--- src/rtl/hack_mem_arb_pkg.sv ---
`default_nettype none
// ============================================================================
//  Package   : hack_mem_arb_pkg
//  Purpose   : Shared types and constants for the QSPI memory arbiter.
//  Revision  : 1.0  initial release
// ============================================================================
package hack_mem_arb_pkg;

    // Arbiter sequencer states
    typedef enum logic [1:0] {
        ST_IDLE  = 2'd0,
        ST_ISSUE = 2'd1,
        ST_WAIT  = 2'd2,
        ST_RESP  = 2'd3
    } state_t;

    // Owner of the operation currently in flight
    typedef enum logic [1:0] {
        GNT_NONE = 2'd0,
        GNT_DISP = 2'd1,
        GNT_CPU  = 2'd2
    } grant_t;

    // Read data returned to the requester when an operation is aborted
    localparam logic [15:0] ABORT_RDATA = 16'h0000;

endpackage : hack_mem_arb_pkg
`default_nettype wire

--- src/rtl/hack_qspi_mem_arbiter.sv ---
`default_nettype none
// ============================================================================
//  Module    : hack_qspi_mem_arbiter
//  Purpose   : Shares one QSPI serial-SRAM word controller between a
//              real-time display read port and a CPU read/write port.
//              One op in flight, bounded display bursts, WAIT timeout.
//  Revision  : 1.0  initial release
// ============================================================================
module hack_qspi_mem_arbiter
    import hack_mem_arb_pkg::*;
#(
    parameter int ADDR_W         = 16,
    parameter int DATA_W         = 16,
    parameter int DISP_BURST_MAX = 4,
    parameter int TIMEOUT_CYCLES = 255
) (
    input  logic              clk,
    input  logic              reset_n,
    // display fetch port (read-only)
    input  logic              disp_req,
    input  logic [ADDR_W-1:0] disp_addr,
    output logic              disp_ack,
    output logic [DATA_W-1:0] disp_rdata,
    // CPU data port
    input  logic              cpu_req,
    input  logic              cpu_we,
    input  logic [ADDR_W-1:0] cpu_addr,
    input  logic [DATA_W-1:0] cpu_wdata,
    output logic              cpu_ack,
    output logic [DATA_W-1:0] cpu_rdata,
    // controller side
    output logic              mem_start,
    output logic              mem_we,
    output logic [ADDR_W-1:0] mem_addr,
    output logic [DATA_W-1:0] mem_wdata,
    input  logic              mem_done,
    input  logic [DATA_W-1:0] mem_rdata,
    // status
    output logic              busy,
    output logic              timeout_err,
    input  logic              err_clr
);

    localparam int TCNT_W = $clog2(TIMEOUT_CYCLES + 1);
    localparam int RUN_W  = $clog2(DISP_BURST_MAX + 1);

    // WAIT ends on the TIMEOUT_CYCLES-th cycle, i.e. when the count shows
    // TIMEOUT_CYCLES-1 completed idle cycles.
    localparam logic [TCNT_W-1:0] TCNT_LAST = TCNT_W'(TIMEOUT_CYCLES - 1);
    localparam logic [RUN_W-1:0]  RUN_MAX   = RUN_W'(DISP_BURST_MAX);

    state_t              state;
    grant_t              grant;
    logic [TCNT_W-1:0]   tcnt;
    logic [RUN_W-1:0]    disp_run;

    logic                pick_disp;
    logic                pick_cpu;
    logic                op_end;
    logic [DATA_W-1:0]   resp_data;

    // Arbitration decision and end-of-WAIT result selection
    always_comb begin
        pick_disp = 1'b0;
        pick_cpu  = 1'b0;
        op_end    = 1'b0;
        resp_data = DATA_W'(ABORT_RDATA);
        pick_disp = disp_req && !(cpu_req && (disp_run == RUN_MAX));
        pick_cpu  = !pick_disp && cpu_req;
        // a completion in the expiry cycle still counts as a normal completion
        op_end    = mem_done || (tcnt == TCNT_LAST);
        if (mem_done) begin
            resp_data = mem_rdata;
        end
    end

    assign busy = (state != ST_IDLE);

    // Sequencer with registered controller strobes, acks and read data
    always_ff @(posedge clk or negedge reset_n) begin
        if (!reset_n) begin
            state       <= ST_IDLE;
            grant       <= GNT_NONE;
            tcnt        <= '0;
            disp_run    <= '0;
            disp_ack    <= 1'b0;
            disp_rdata  <= '0;
            cpu_ack     <= 1'b0;
            cpu_rdata   <= '0;
            mem_start   <= 1'b0;
            mem_we      <= 1'b0;
            mem_addr    <= '0;
            mem_wdata   <= '0;
            timeout_err <= 1'b0;
        end else begin
            disp_ack  <= 1'b0;
            cpu_ack   <= 1'b0;
            mem_start <= 1'b0;
            // a timeout set later in this block overrides the clear
            if (err_clr) begin
                timeout_err <= 1'b0;
            end
            unique case (state)
                ST_IDLE: begin
                    if (pick_disp) begin
                        grant     <= GNT_DISP;
                        mem_we    <= 1'b0;
                        mem_addr  <= disp_addr;
                        mem_wdata <= '0;
                        mem_start <= 1'b1;
                        state     <= ST_ISSUE;
                        if (!cpu_req) begin
                            disp_run <= '0;
                        end else if (disp_run != RUN_MAX) begin
                            disp_run <= disp_run + 1'b1;
                        end
                    end else if (pick_cpu) begin
                        grant     <= GNT_CPU;
                        mem_we    <= cpu_we;
                        mem_addr  <= cpu_addr;
                        mem_wdata <= cpu_wdata;
                        mem_start <= 1'b1;
                        disp_run  <= '0;
                        state     <= ST_ISSUE;
                    end
                end
                ST_ISSUE: begin
                    tcnt  <= '0;
                    state <= ST_WAIT;
                end
                ST_WAIT: begin
                    if (op_end) begin
                        if (!mem_done) begin
                            timeout_err <= 1'b1;
                        end
                        if (grant == GNT_DISP) begin
                            disp_ack   <= 1'b1;
                            disp_rdata <= resp_data;
                        end else begin
                            cpu_ack   <= 1'b1;
                            // writes return no data
                            cpu_rdata <= mem_we ? '0 : resp_data;
                        end
                        state <= ST_RESP;
                    end else begin
                        tcnt <= tcnt + 1'b1;
                    end
                end
                ST_RESP: begin
                    grant <= GNT_NONE;
                    state <= ST_IDLE;
                end
                default: begin
                    grant <= GNT_NONE;
                    state <= ST_IDLE;
                end
            endcase
        end
    end

endmodule : hack_qspi_mem_arbiter
`default_nettype wire

--- config.mk ---
export PLATFORM = sky130hd
export DESIGN_NAME = hack_qspi_mem_arbiter
export DESIGN_NICKNAME = d
export VERILOG_FILES = /design/src/rtl/hack_mem_arb_pkg.sv /design/src/rtl/hack_qspi_mem_arbiter.sv
export SDC_FILE = /design/constraint.sdc
export NUM_CORES = 1
export LEC_CHECK = 0
export BUFFER_PORTS_ARGS = -buffer_cell sky130_fd_sc_hd__buf_2
export CORE_ASPECT_RATIO = 1.2
export CORE_MARGIN = 2
export CORE_UTILIZATION = 54
export CTS_BUF_LIST = sky130_fd_sc_hd__clkbuf_4 sky130_fd_sc_hd__clkbuf_8
export CTS_CLUSTER_DIAMETER = 200
export CTS_CLUSTER_SIZE = 24
export DETAILED_ROUTE_END_ITERATION = 8
export PLACE_DENSITY = 0.95
export REMOVE_ABC_BUFFERS = 1
export SYNTH_ARGS = -nofsm -noshare
export SYNTH_HDL_FRONTEND = slang
export SYNTH_SLANG_ARGS = --single-unit
export TNS_END_PERCENT = 10
--- constraint.sdc ---
create_clock -name clk -period 4.5 [get_ports clk]
set_input_delay 0.9 -clock clk [delete_from_list [all_inputs] [get_ports clk]]
set_output_delay 0.9 -clock clk [all_outputs]
set_load 0.03 [all_outputs]
==> results.py <==
metrics = {
    "synth": {
        "yosysWarnings": 0,
        "synth.top_cells.by_area": "dfrtp_1 59%, a22o_1 7.4%, a221o_1 5.1%",
        "syn_inst": 305,
        "synth_top_area_frac": 0.592,
        "synth_cell_types": 41,
        "seq_area_frac_synth": 0.592,
        "yosys_register_bits": 84,
        "netlist_area_um2": 3550,
        "yosys.area.top_type": "dfrtp_1",
        "synth.avg_cell_area_um2": 11.6,
    },
    "sta": {
        "timing.hold.ws_ps": 475,
        "finalCritPeriodShare": 0.623,
        "hold_viol_final": 0,
        "fmax_mhz": 357,
        "rsz0062_at_grt": "false",
        "setup-tns-final_ps": 0,
        "worst_pin_slew_ps": 1120,
        "setup_violations": 0,
        "fin_crit_ps": 2810,
        "maxSlewHeadroom": 0.251,
        "maxSlewViolCount": 0,
        "clock-skew-final_ps": 16.1,
    },
    "power_and_ir_drop": {
        "vdd_drop_max_mv": 0.409,
        "leakagePower_nw": 2.40,
        "totalPowerFinal_mw": 3.45,
        "power_density_nw_per_um2": 765,
    },
    "cts": {
        "cts_tree": "yes",
        "clockBufferDepth": 2,
        "cts.clk_slew.worst_paths_ps": 80,
        "cts.repair.resized": 0,
        "numCtsBuffers": 9,
        "cts_root_buffer": "clkbuf_8",
        "ctsHoldBuffers": 0,
        "h-tree-depth": 3,
        "cts_setup_buffers": 0,
        "clkLatencyLatePin_ps": 350,
        "clock-sinks": 84,
    },
    "critical_path": {
        "crit_arrival_ps": 1910,
        "cp_max_fo": 23,
        "crit_family": "adder cells",
        "endpoint_kind": "output pin",
        "cp_num_buf_inv": 3,
        "path_class": "reg -> out",
        "path_cells": "inv_1, ha_1, inv_1, buf_2",
        "critPathSlowestCell": "ha_1",
        "cp_common_cell": "inv_1",
        "worst_ep_required_time_ps": 3600,
        "slowest_delay_ps": 620,
        "start_kind": "flop",
    },
    "grt": {
        "top_usage_layer": "met2",
        "grtUsageMet2": 0.398,
        "grt_usage": 0.243,
        "first_global_vias": 2914,
        "overflow": 0,
        "grt_pass1_wl_um": 13800,
        "grtUsageMet1": 0.314,
        "use_met3": 0.0458,
        "antenna_found_initial": 0,
        "grt_max_degree": 85,
    },
    "flow_run": {
        "cap_violations": 0,
    },
    "detailed_routing": {
        "drtIter0Drc": 146,
        "drc": 0,
        "wl_per_cell_um": 15.9,
        "routed_via_density": 5.60,
        "vias": 2963,
        "drt.antenna.violating_nets": 0,
        "dr.pass1.iters": 4,
        "wl_um": 8400,
    },
    "floorplanning": {
        "ios": 141,
        "die_w_um": 78.0,
        "start_util": 0.554,
        "die_area_um2": 7240,
        "rows": 32,
        "fp.coreArea_um2": 6410,
        "fp.dieH_um": 92.8,
    },
    "final_layout": {
        "regArea_um2": 2100,
        "finalNetCount": 518,
        "utilization": 0.704,
        "drive_above_1_share": 0.376,
        "multi_input_area_um2": 1320,
        "syn_to_final_growth_pct": 27.0,
        "finalNonFillerCells": 529,
        "diodes": 0,
        "fillers": 479,
    },
    "placed_design": {
        "place_inst": 513,
        "hpwl_um": 6070,
        "port-buffer-count": 140,
        "gp_congestion": 0.922,
    },
    "min_path": {
        "hold_path_class": "reg -> reg",
    },
    "status": {
        "status": "completed",
    },
}
## cells in the mapped netlist, drive strengths merged
master and number:
dfrtp 84, nand2 42, a22o 30, o21ai 25
a221o 18, and3 17, inv 14, buf 9
clkbuf 8, ha 8, nor2 8, nand3 5
a21oi 4, a32o 4, and2 3, nor3b 3
o211ai 3, mux2 2, mux2i 2, nand2b 2
nand4 2, a22oi 1, and4b 1, nor2b 1
nor3 1, o21ba 1, o21bai 1, o22a 1
o22ai 1, o32ai 1, or3 1, or3b 1
xnor2 1
## layout by cell type (no fill, tap or decap), types with 2 or more instances in the layout
cell type	n
a21oi_1	4
a221o_1	18
a22o_1	30
a32o_1	4
and2_1	2
and3_1	17
buf_2	139
bufinv_16	2
clkbuf_8	9
dfrtp_1	84
ha_1	8
inv_1	14
inv_6	3
mux2i_1	2
nand2_1	42
nand2b_1	2
nand3_1	5
nor2_1	6
nor2_2	2
nor3b_2	2
o211ai_1	3
o21ai_0	21
o21ai_1	2
## state kept, by name, indices dropped and copies added (netlist names)
signal	flops
cpu_ack	1
cpu_rdata	16
disp_ack	1
disp_rdata	16
disp_run	3
grant	2
mem_addr	16
mem_start	1
mem_wdata	16
mem_we	1
state	2
tcnt	8
timeout_err	1
## per-stage QoR
| step | setup slack [ps] | area (um^2) |
|---|---|---|
| floorplan | 1830 | 3460 |
| global placement | 1770 | 4280 |
| detailed placement | 1660 | 4280 |
| CTS | 1680 | 4510 |
| global route | 1470 | 4510 |
| finish | 1690 | 4510 |
## final timing paths
path | start | to | slack, ps | cells after the start
hold reg to reg | mem_wdata[15]$_DFFE_PN0P_ | mem_wdata[15]$_DFFE_PN0P_ | 480 | 2
setup reg to reg | state[0]$_DFFE_PN0P_ | mem_addr[0]$_DFFE_PN0P_ | 1900 | 5
setup / recovery | state[0]$_DFFE_PN0P_ | busy | 1690 | 4
max in group asynchronous | reset_n | mem_addr[8]$_DFFE_PN0P_ | 3130 | 1
hold / removal | mem_wdata[15]$_DFFE_PN0P_ | mem_wdata[15]$_DFFE_PN0P_ | 480 | 2
min in group asynchronous | reset_n | disp_rdata[8]$_DFFE_PN0P_ | 730 | 1
## kinds of logic (layout without fill, tap and decap cells)
family / after synthesis / count (layout) / share of synthesized area
AO/OA/AOI/OAI: 90 / 90 / 0.200
AND/OR/NAND/NOR: 87 / 87 / 0.125
flip-flops: 84 / 84 / 0.592
buffers and inverters: 31 / 170 / 0.0395
adder cells (fa/ha/maj): 8 / 8 / 0.0282
multiplexers: 4 / 4 / 0.0120
XOR/XNOR: 1 / 1 / 0.00247
## worst reg2reg max path: cells and delay by family, from the launching register on
family	cells	cell delay, ps
AO/OA/AOI/OAI	2	760
buffers and inverters	1	90
adder cells (fa/ha/maj)	1	620
flip-flops	1	430
AND/OR/NAND/NOR	1	640
## per-layer routing
metal	vias to the layer above	routed length, um
met2	147	4080
met1	1417	3510
met5	-	0
li1	1382	-
met3	17	605
met4	0	201
## where the power goes
group / internal, mW / switching, mW / leakage [nW]
clock network: 0.322 / 0.280 / 0.113
registers: 1.07 / 0.205 / 1.08
logic: 0.536 / 1.04 / 1.21
total: 1.93 / 1.52 / 2.40
## final cells by class
type | instances | share of cell area
multi-input cells | 190 | 0.292
repair buffers | 140 | 0.156
inverters | 14 | 0.0117
well taps | 85 | 0.0236
clock inverters | 7 | 0.0233
clock buffers | 9 | 0.0275
flip-flops and latches | 84 | 0.466
Note: power is estimated with default switching activity, not from simulation.
